### config.mk
export PLATFORM = sky130hd
export DESIGN_NAME = pipe_stage_skid_flat
export DESIGN_NICKNAME = d
export VERILOG_FILES = /design/src/rtl/pipe_stage_skid_pkg.sv /design/src/rtl/pipe_stage_skid_if.sv /design/src/rtl/pipe_stage_skid_slot.sv /design/src/rtl/pipe_stage_skid.sv /design/src/flat_wrapper.sv
export SDC_FILE = /design/constraint.sdc
export NUM_CORES = 1
export LEC_CHECK = 0
export ABC_AREA = 1
export BUFFER_PORTS_ARGS = -buffer_cell sky130_fd_sc_hd__buf_2
export CAP_MARGIN = 20
export CORE_MARGIN = 8
export CORE_UTILIZATION = 30
export DETAILED_ROUTE_END_ITERATION = 10
export PLACE_DENSITY = 0.59
export SLEW_MARGIN = 20
export SYNTH_ARGS = -nofsm -noshare
export SYNTH_HDL_FRONTEND = slang
export SYNTH_SLANG_ARGS = --single-unit
### constraint.sdc
create_clock -name clk -period 1.7 [get_ports clk]
set_input_delay 0.085 -clock clk [delete_from_list [all_inputs] [get_ports clk]]
set_output_delay 0.085 -clock clk [all_outputs]
set_load 0.03 [all_outputs]
### src/rtl/pipe_stage_skid_pkg.sv
// Shared types and defaults for the pipeline-stage register slice.
// Latency: n/a (declarations only).
// Backpressure: n/a.
package pipe_stage_skid_pkg;

    // Default widths for the EX->MEM stage this block replaces
    localparam int N_DEF      = 64;
    localparam int CTRL_W_DEF = 4;
    localparam int REG_W_DEF  = 5;

    // Control bit positions; MSB first: memWrite, memRead, memToReg, regWrite
    localparam int CTRL_MEM_WRITE  = 3;
    localparam int CTRL_MEM_READ   = 2;
    localparam int CTRL_MEM_TO_REG = 1;
    localparam int CTRL_REG_WRITE  = 0;

    typedef struct packed {
        logic mem_write;
        logic mem_read;
        logic mem_to_reg;
        logic reg_write;
    } ctrl_t;

    // Build a control word from named flags so callers never hard-code bit order
    function automatic ctrl_t make_ctrl(input logic mem_write, input logic mem_read,
                                        input logic mem_to_reg, input logic reg_write);
        logic [CTRL_W_DEF-1:0] v;
        v                  = '0;
        v[CTRL_MEM_WRITE]  = mem_write;
        v[CTRL_MEM_READ]   = mem_read;
        v[CTRL_MEM_TO_REG] = mem_to_reg;
        v[CTRL_REG_WRITE]  = reg_write;
        return ctrl_t'(v);
    endfunction

endpackage

### src/rtl/pipe_stage_skid_if.sv
// Valid/ready handshake bundle carrying one pipeline entry (ctrl, rd, alu, wdata).
// Latency: none (wires only).
// Backpressure: ready flows from slave to master; payload valid only with valid.
interface pipe_stage_skid_if import pipe_stage_skid_pkg::*; #(
    parameter int N      = N_DEF,
    parameter int CTRL_W = CTRL_W_DEF,
    parameter int REG_W  = REG_W_DEF
);
    logic              valid;
    logic              ready;
    logic [CTRL_W-1:0] ctrl;
    logic [REG_W-1:0]  rd;
    logic [N-1:0]      alu;
    logic [N-1:0]      wdata;

    modport master (output valid, ctrl, rd, alu, wdata, input ready);
    modport slave  (input valid, ctrl, rd, alu, wdata, output ready);
endinterface

### src/rtl/pipe_stage_skid_slot.sv
// One valid flag plus payload register with load/clear enables.
// Latency: 1 cycle from load to q/vld.
// Backpressure: none; the parent decides when to load or clear.
module pipe_stage_skid_slot import pipe_stage_skid_pkg::*; #(
    parameter int W = 8
) (
    input  logic         clk,
    input  logic         rst_n,
    input  logic         load,
    input  logic         clr,
    input  logic [W-1:0] d,
    output logic         vld,
    output logic [W-1:0] q
);

    // Valid flag: clear beats load so a flush can never be overridden
    always_ff @(posedge clk or negedge rst_n) begin
        if (!rst_n) begin
            vld <= 1'b0;
        end else if (clr) begin
            vld <= 1'b0;
        end else if (load) begin
            vld <= 1'b1;
        end
    end

    // Payload only moves on load, keeping the wide register quiet during bubbles
    always_ff @(posedge clk or negedge rst_n) begin
        if (!rst_n) begin
            q <= '0;
        end else if (load) begin
            q <= d;
        end
    end

endmodule

### src/rtl/pipe_stage_skid.sv
// Pipeline-stage register with valid/ready handshake, optional 2-entry skid and flush.
// Latency: 1 cycle empty-to-out; 1 entry/cycle sustained when downstream is ready.
// Backpressure: SKID=1 absorbs one stall cycle with registered ready; SKID=0 passes ready combinationally.
module pipe_stage_skid import pipe_stage_skid_pkg::*; #(
    parameter int N      = N_DEF,
    parameter int CTRL_W = CTRL_W_DEF,
    parameter int REG_W  = REG_W_DEF,
    parameter bit SKID   = 1'b1
) (
    input  logic              clk,
    input  logic              rst_n,
    input  logic              flush,
    pipe_stage_skid_if.slave  up,
    pipe_stage_skid_if.master dn
);

    localparam int W = CTRL_W + REG_W + 2 * N;

    logic [W-1:0]      in_dat;
    logic [W-1:0]      main_d;
    logic [W-1:0]      main_dat;
    logic              main_v;
    logic              main_load;
    logic              main_clr;
    logic              in_rdy;
    logic              in_fire;
    logic              out_fire;
    logic [CTRL_W-1:0] main_ctrl;

    assign in_dat   = {up.ctrl, up.rd, up.alu, up.wdata};
    assign in_fire  = up.valid & in_rdy;
    assign out_fire = main_v & dn.ready;
    assign up.ready = in_rdy;

    generate
        if (SKID) begin : g_skid
            logic         skid_v;
            logic [W-1:0] skid_dat;
            logic         skid_load;
            logic         skid_clr;

            // Ready depends only on skid occupancy, so there is no in->out combinational path
            assign in_rdy = !skid_v;

            // Main refills when it is empty or draining, preferring the older skid entry.
            // Skid is only ever full while main is full, so in_fire and skid_v never coincide.
            assign main_load = !flush && (!main_v || out_fire) && (skid_v || in_fire);
            assign main_clr  = flush || (out_fire && !skid_v && !in_fire);
            assign main_d    = skid_v ? skid_dat : in_dat;

            // Skid catches the entry accepted while main is stalled
            assign skid_load = !flush && main_v && !dn.ready && in_fire;
            assign skid_clr  = flush || (skid_v && out_fire);

            pipe_stage_skid_slot #(.W(W)) u_skid (
                .clk   (clk),
                .rst_n (rst_n),
                .load  (skid_load),
                .clr   (skid_clr),
                .d     (in_dat),
                .vld   (skid_v),
                .q     (skid_dat)
            );
        end else begin : g_single
            // Single slot: accept whenever the slot is empty or is being drained this cycle
            assign in_rdy    = !main_v | dn.ready;
            assign main_load = !flush && in_fire;
            assign main_clr  = flush || (out_fire && !in_fire);
            assign main_d    = in_dat;
        end
    endgenerate

    pipe_stage_skid_slot #(.W(W)) u_main (
        .clk   (clk),
        .rst_n (rst_n),
        .load  (main_load),
        .clr   (main_clr),
        .d     (main_d),
        .vld   (main_v),
        .q     (main_dat)
    );

    // Control bits are masked during bubbles so downstream never sees stale writes
    assign {main_ctrl, dn.rd, dn.alu, dn.wdata} = main_dat;
    assign dn.valid = main_v;
    assign dn.ctrl  = main_v ? main_ctrl : '0;

endmodule
### src/flat_wrapper.sv
// flat-port wrapper written by rule: the top's interface ports become plain ports
module pipe_stage_skid_flat import pipe_stage_skid_pkg::*;
#(
    parameter int N      = N_DEF,
    parameter int CTRL_W = CTRL_W_DEF,
    parameter int REG_W  = REG_W_DEF,
    parameter bit SKID   = 1'b1
)
  (clk, rst_n, flush, up_valid, up_ctrl, up_rd, up_alu, up_wdata, up_ready, dn_valid, dn_ctrl, dn_rd, dn_alu, dn_wdata, dn_ready);
  pipe_stage_skid_if #(.N(N), .CTRL_W(CTRL_W), .REG_W(REG_W)) up_i ();
  pipe_stage_skid_if #(.N(N), .CTRL_W(CTRL_W), .REG_W(REG_W)) dn_i ();
  input  logic clk;
  input  logic rst_n;
  input  logic flush;
  input wire logic [$bits(up_i.valid)-1:0] up_valid;
  input wire logic [$bits(up_i.ctrl)-1:0] up_ctrl;
  input wire logic [$bits(up_i.rd)-1:0] up_rd;
  input wire logic [$bits(up_i.alu)-1:0] up_alu;
  input wire logic [$bits(up_i.wdata)-1:0] up_wdata;
  output wire logic [$bits(up_i.ready)-1:0] up_ready;
  output wire logic [$bits(dn_i.valid)-1:0] dn_valid;
  output wire logic [$bits(dn_i.ctrl)-1:0] dn_ctrl;
  output wire logic [$bits(dn_i.rd)-1:0] dn_rd;
  output wire logic [$bits(dn_i.alu)-1:0] dn_alu;
  output wire logic [$bits(dn_i.wdata)-1:0] dn_wdata;
  input wire logic [$bits(dn_i.ready)-1:0] dn_ready;
  assign up_i.valid = up_valid;
  assign up_i.ctrl = up_ctrl;
  assign up_i.rd = up_rd;
  assign up_i.alu = up_alu;
  assign up_i.wdata = up_wdata;
  assign up_ready = up_i.ready;
  assign dn_valid = dn_i.valid;
  assign dn_ctrl = dn_i.ctrl;
  assign dn_rd = dn_i.rd;
  assign dn_alu = dn_i.alu;
  assign dn_wdata = dn_i.wdata;
  assign dn_i.ready = dn_ready;
  pipe_stage_skid #(.N(N), .CTRL_W(CTRL_W), .REG_W(REG_W), .SKID(SKID)) u_core (.clk(clk), .rst_n(rst_n), .flush(flush), .up(up_i), .dn(dn_i));
endmodule
**Word level (Yosys, flattened, before mapping)**

Cells that the tools add are included.

- Bitwise logic cells: 2
- Muxes and demuxes: 6
- Reductions and logical operators: 19

Operators by type and width:

| operator | count |
|---|---|
| $mux W137 | 1 |
| $logic_and A1 B1 Y1 | 8 |
| $logic_not A1 Y1 | 5 |
| $logic_or A1 B1 Y1 | 4 |
| $mux W1 | 4 |
| $mux W4 | 1 |
| $reduce_bool A2 Y1 | 2 |
| $and A1 B1 Y1 | 2 |

- Logic and storage cells: 31
- Register bits: 276
- Output and inout bits: 139
- Bits of input ports: 142

**Logic depth before layout (Yosys ltp)**

- Depth after elaboration: 6
- Gate-level depth with buffers: 8

**Cells and area by module**

Synthesis repeated with hierarchy kept, for this count alone.

- Cell total of the unflattened synthesis: 1,627
- Area, all modules: 12,375.6 um^2

By module, submodules not included:

| module | instances | area an instance (um^2) | cells each |
|---|---|---|---|
| pipe_stage_skid_slot | 2 | 5,296.3 | 582 |
| pipe_stage_skid | 1 | 1,783.0 | 463 |

**Worst setup path before layout**

OpenSTA, ideal clock, no wires.

- Path type: reg2reg
- Start: register u_core.u_main.vld
- End: register u_core.g_skid.u_skid.q[107]
- Stages on the path, launching flop included: 8
- Path buffers: 2
- Arrival: 1,309 ps
- Setup time: 116 ps
- Path slack: 275 ps
- Path through: dfrtp_1 -> nand2_2 -> nor2_2 -> nand2_1 -> buf_2 -> buf_6 -> nand2_1 -> nand2_1

- Word-level cells in the longest chain between the ends: 3

RTL lines:

| element | RTL line | text |
|---|---|---|
| start, declared | pipe_stage_skid_slot.sv:12 | `output logic vld,` |
| start signal, assigned | pipe_stage_skid_slot.sv:19 | `vld <= 1'b0;` |
| start signal, assigned | pipe_stage_skid_slot.sv:21 | `vld <= 1'b0;` |
| start signal, assigned | pipe_stage_skid_slot.sv:23 | `vld <= 1'b1;` |
| $logic_and A1 B1 Y1 (3 in series) | pipe_stage_skid.sv:52 | `assign skid_load = !flush && main_v && !dn.ready && in_fire;` |
| end signal, assigned | pipe_stage_skid_slot.sv:30 | `q <= '0;` |
| end signal, assigned | pipe_stage_skid_slot.sv:32 | `q <= d;` |
| end, declared | pipe_stage_skid_slot.sv:13 | `output logic [W-1:0] q` |

Every way passes these cells.
A chain may end at the register's enable or synchronous reset.

**Worst setup path in the final report**

- Start: register u_core.g_skid.u_skid.vld
- End: output port up_ready

- Word-level cells in the longest chain between the ends: 1

RTL lines:

| element | RTL line | text |
|---|---|---|
| start, declared | pipe_stage_skid_slot.sv:12 |  |
| start signal, assigned | pipe_stage_skid_slot.sv:19 |  |
| start signal, assigned | pipe_stage_skid_slot.sv:21 |  |
| start signal, assigned | pipe_stage_skid_slot.sv:23 |  |
| $logic_not A1 Y1 | pipe_stage_skid.sv:43 | `assign in_rdy = !skid_v;` |
| end, declared | flat_wrapper.sv:20 | `output wire logic [$bits(up_i.ready)-1:0] up_ready;` |

Every way passes these cells.

==> results.py <==
metrics = {
    "layout": {
        "nets": 2171,
        "final_layout_size_suffix_gt1_share_pct": 18.7,
        "finalNonFillerCells": 2655,
        "final_util_pct": 38.2,
        "final.fill_count": 4587,
        "final_area_um2": 17300,
        "area_growth_pct": 26.0,
    },
    "worst_setup_path": {
        "path_max_fanout": 36,
        "crit_chain": "inv_12 -> buf_4",
        "crit_path_start_kind": "flop",
        "critPathBufInv": 2,
        "critPathArrivalTime_ns": 1.52,
        "slowest_stage": "dfrtp_4",
        "cpLargestDelayFamily": "flip-flops",
        "crit_path_max_incr_delay_ns": 0.55,
        "timing_worst_setup_path_type": "reg -> out",
        "required_ns": 1.62,
        "endpoint_kind": "output pin",
    },
    "timing": {
        "slew_violations": 0,
        "timing.final.crit_share_pct": 94.7,
        "slew_headroom_pct": 61.5,
        "max_freq_ghz": 0.621,
        "clock_skew_ns": 0.0184,
        "worst_pin_slew_ns": 0.577,
        "hold_viol_final": 0,
        "whs_ns": 0.156,
        "rsz0062_at_grt": "false",
        "final.setup.worst_slack_ns": 0.0904,
        "final.min_clock_period_ns": 1.61,
        "setup_viol": 0,
        "tns_ns": 0,
    },
    "drt": {
        "num_vias": 12000,
        "route.met2.wl_um": 19700,
        "first_iter_violations": 961,
        "first_pass_iters": 5,
        "drc": 0,
        "via_per_inst": 4.54,
        "totalWireLength_um": 42600,
        "dr.max_layer_used": "met5",
        "met1_length_um": 19300,
        "met3_length_um": 2810,
        "ant_nets": 0,
        "post_drt_wl_per_cell_um": 16.0,
    },
    "placed_design": {
        "dp_hpwl_um": 26700,
        "port_buffers": 280,
        "dpl.cell_count": 2450,
        "place_area_um2": 14700,
        "gp_congestion": 0.780,
        "dpl_worst_slack_ns": 0.114,
    },
    "floorplan": {
        "die_h_um": 230,
        "start_util_pct": 30.3,
        "io_pins": 281,
        "die_w_um": 230,
        "rows": 78,
        "core_area_um2": 45200,
        "dieArea_um2": 52800,
    },
    "global_routing": {
        "grt_start_max_net_pins": 77,
        "grt_use_total_pct": 16.1,
        "grt_first_pass_wirelength_um": 69800,
        "grt_pass1_vias": 12600,
        "grt.overflow.total": 0,
        "antenna_found_initial": 3,
    },
    "clock_network": {
        "numCtsBuffers": 36,
        "cts.sinks": 276,
        "clockRootBuffer": "clkbuf_16",
        "clkLatencyLatePin_ns": 0.53,
        "h-tree-depth": 2,
        "clkTransAtPathRegs_ns": 0.06,
        "ctsLongestPathBuffers": 3,
        "cts_tree": "done",
    },
    "synthesis": {
        "yosysSeqAreaShare_pct": 50.4,
        "synth_top_area_share_pct": 50.4,
        "yosysWarningCount": 0,
        "synth_seq_cells": 276,
        "synthesis.nets": 1928,
        "avgSynthCellArea_um2": 7.67,
        "netlist-cell-type-count": 14,
        "synth_top_cell_by_area": "dfrtp_1",
        "synth_area_leaders": "dfrtp_1 (50%), nand2_1 (26%), nand3_1 (10%)",
        "netlist_instances": 1786,
        "syn_area_um2": 13700,
    },
    "power": {
        "power_frac_seq_pct": 42.2,
        "comb_power_share_pct": 21.8,
        "pwr-share-clk_pct": 35.9,
        "swShare_pct": 32.8,
        "p_leak_nw": 9.61,
        "power.internal_mw": 13.7,
        "p_per_area_nw_per_um2": 1180,
        "peakVddDrop_v": 0.000682,
        "p_switching_mw": 6.69,
        "power.total_mw": 20.4,
    },
    "flow_run": {
        "drv_cap": 0,
    },
    "outcome": {
        "status": "finished, final reports clean",
    },
    "worst_hold_path": {
        "hold_path_class": "in -> async",
    },
}
## final cells by class
| type | instances | area, um2 | area share, % |
|---|---|---|---|
| Clock inverter | 14 | 111 | 0.645 |
| Inverter | 9 | 46.3 | 0.268 |
| Timing Repair Buffer | 459 | 3340 | 19.3 |
| Clock buffer | 48 | 1020 | 5.89 |
| Sequential cell | 276 | 6910 | 40.0 |
| Tap cell | 600 | 751 | 4.35 |
| Antenna cell | 2 | 5.00 | 0.0290 |
| Multi-Input combinational cell | 1247 | 5080 | 29.5 |
## layout by cell type (no fill, tap or decap)
cell type      instances
a21oi_1                1
buf_12                17
buf_2                279
buf_4                 17
buf_6                  4
buf_8                  1
bufinv_16              1
clkbuf_1               6
clkbuf_16             37
clkbuf_8               5
clkinv_2               8
clkinv_4               3
clkinvlp_4             2
dfrtp_1              275
dfrtp_4                1
diode_2                2
dlygate4sd3_1        141
inv_1                  8
inv_12                 1
nand2_1              964
nand2_4                2
nand2_8                1
nand3_1              274
nor2_2                 1
nor2_4                 3
o211ai_1               1
## logic make-up after synthesis
kind of cell | share of synthesized area (%)
compound gates | 0.0913
buf+inv | 12.8
flops | 50.4
simple gates | 36.7
## worst register-to-register path, stage by stage (launching register included)
cell	delay, ns
dfrtp_4	0.55
nor2_4	0.25
nand2_4	0.20
buf_12	0.25
nand2_1	0.17
nand2_1	0.05
## flip-flops by register name, indices dropped and copies added, names as in the netlist
name,flops
u_core.g_skid.u_skid.q,137
u_core.g_skid.u_skid.vld,1
u_core.u_main.q,137
u_core.u_main.vld,1
## power by group through the flow
stage               clock (mW)  combinational [mW]  sequential [mW]
global route              7.85                4.96             8.79
floorplan                    0                3.56             8.52
finish                    7.33                4.45             8.62
global placement             0                4.19             8.67
CTS                       7.59                4.53             8.61
detailed placement           0                4.26             8.70
## routing by layer
metal  track usage (%)  up-vias
met5                 0        -
met1              21.3     5737
met2              26.0      342
met4              3.58        2
met3              4.52       46
li1                  -     5922
## worst paths after layout
path	startpoint	end	slack, ns	depth (start not counted)
max	u_core.g_skid.u_skid.vld	up_ready	0.09	2
min	rst_n	u_core.u_main.q[97]	0.16	3
min reg2reg	u_core.u_main.q[7]	u_core.u_main.q[7]	0.46	2
max in group asynchronous	rst_n	u_core.g_skid.u_skid.q[73]	0.97	4
min in group clk	up_alu[21]	u_core.g_skid.u_skid.q[85]	0.34	4
max reg2reg	u_core.g_skid.u_skid.vld	u_core.g_skid.u_skid.q[68]	0.10	5
## synthesized netlist by cell type
cell        n
a21oi_1     1
nand3_1   274
buf_1       5
nor2_2      2
nand2_1   966
inv_1       9
nor2_1      2
nand2_2     1
o211ai_1    1
buf_2      69
buf_6      13
dfrtp_1   276
clkbuf_1   11
buf_4     156
## what timing repair did
action | 4_1_cts | 5_1_grt
hold buffers | 142 | 0
resized for setup | 4 | 5
buffers inserted | 0 | 0
endpoints found under the hold margin | 523 | 0
pin swaps | 0 | 0
setup endpoints to repair | 1 | 89
Note: power is estimated with default switching activity, not from simulation.
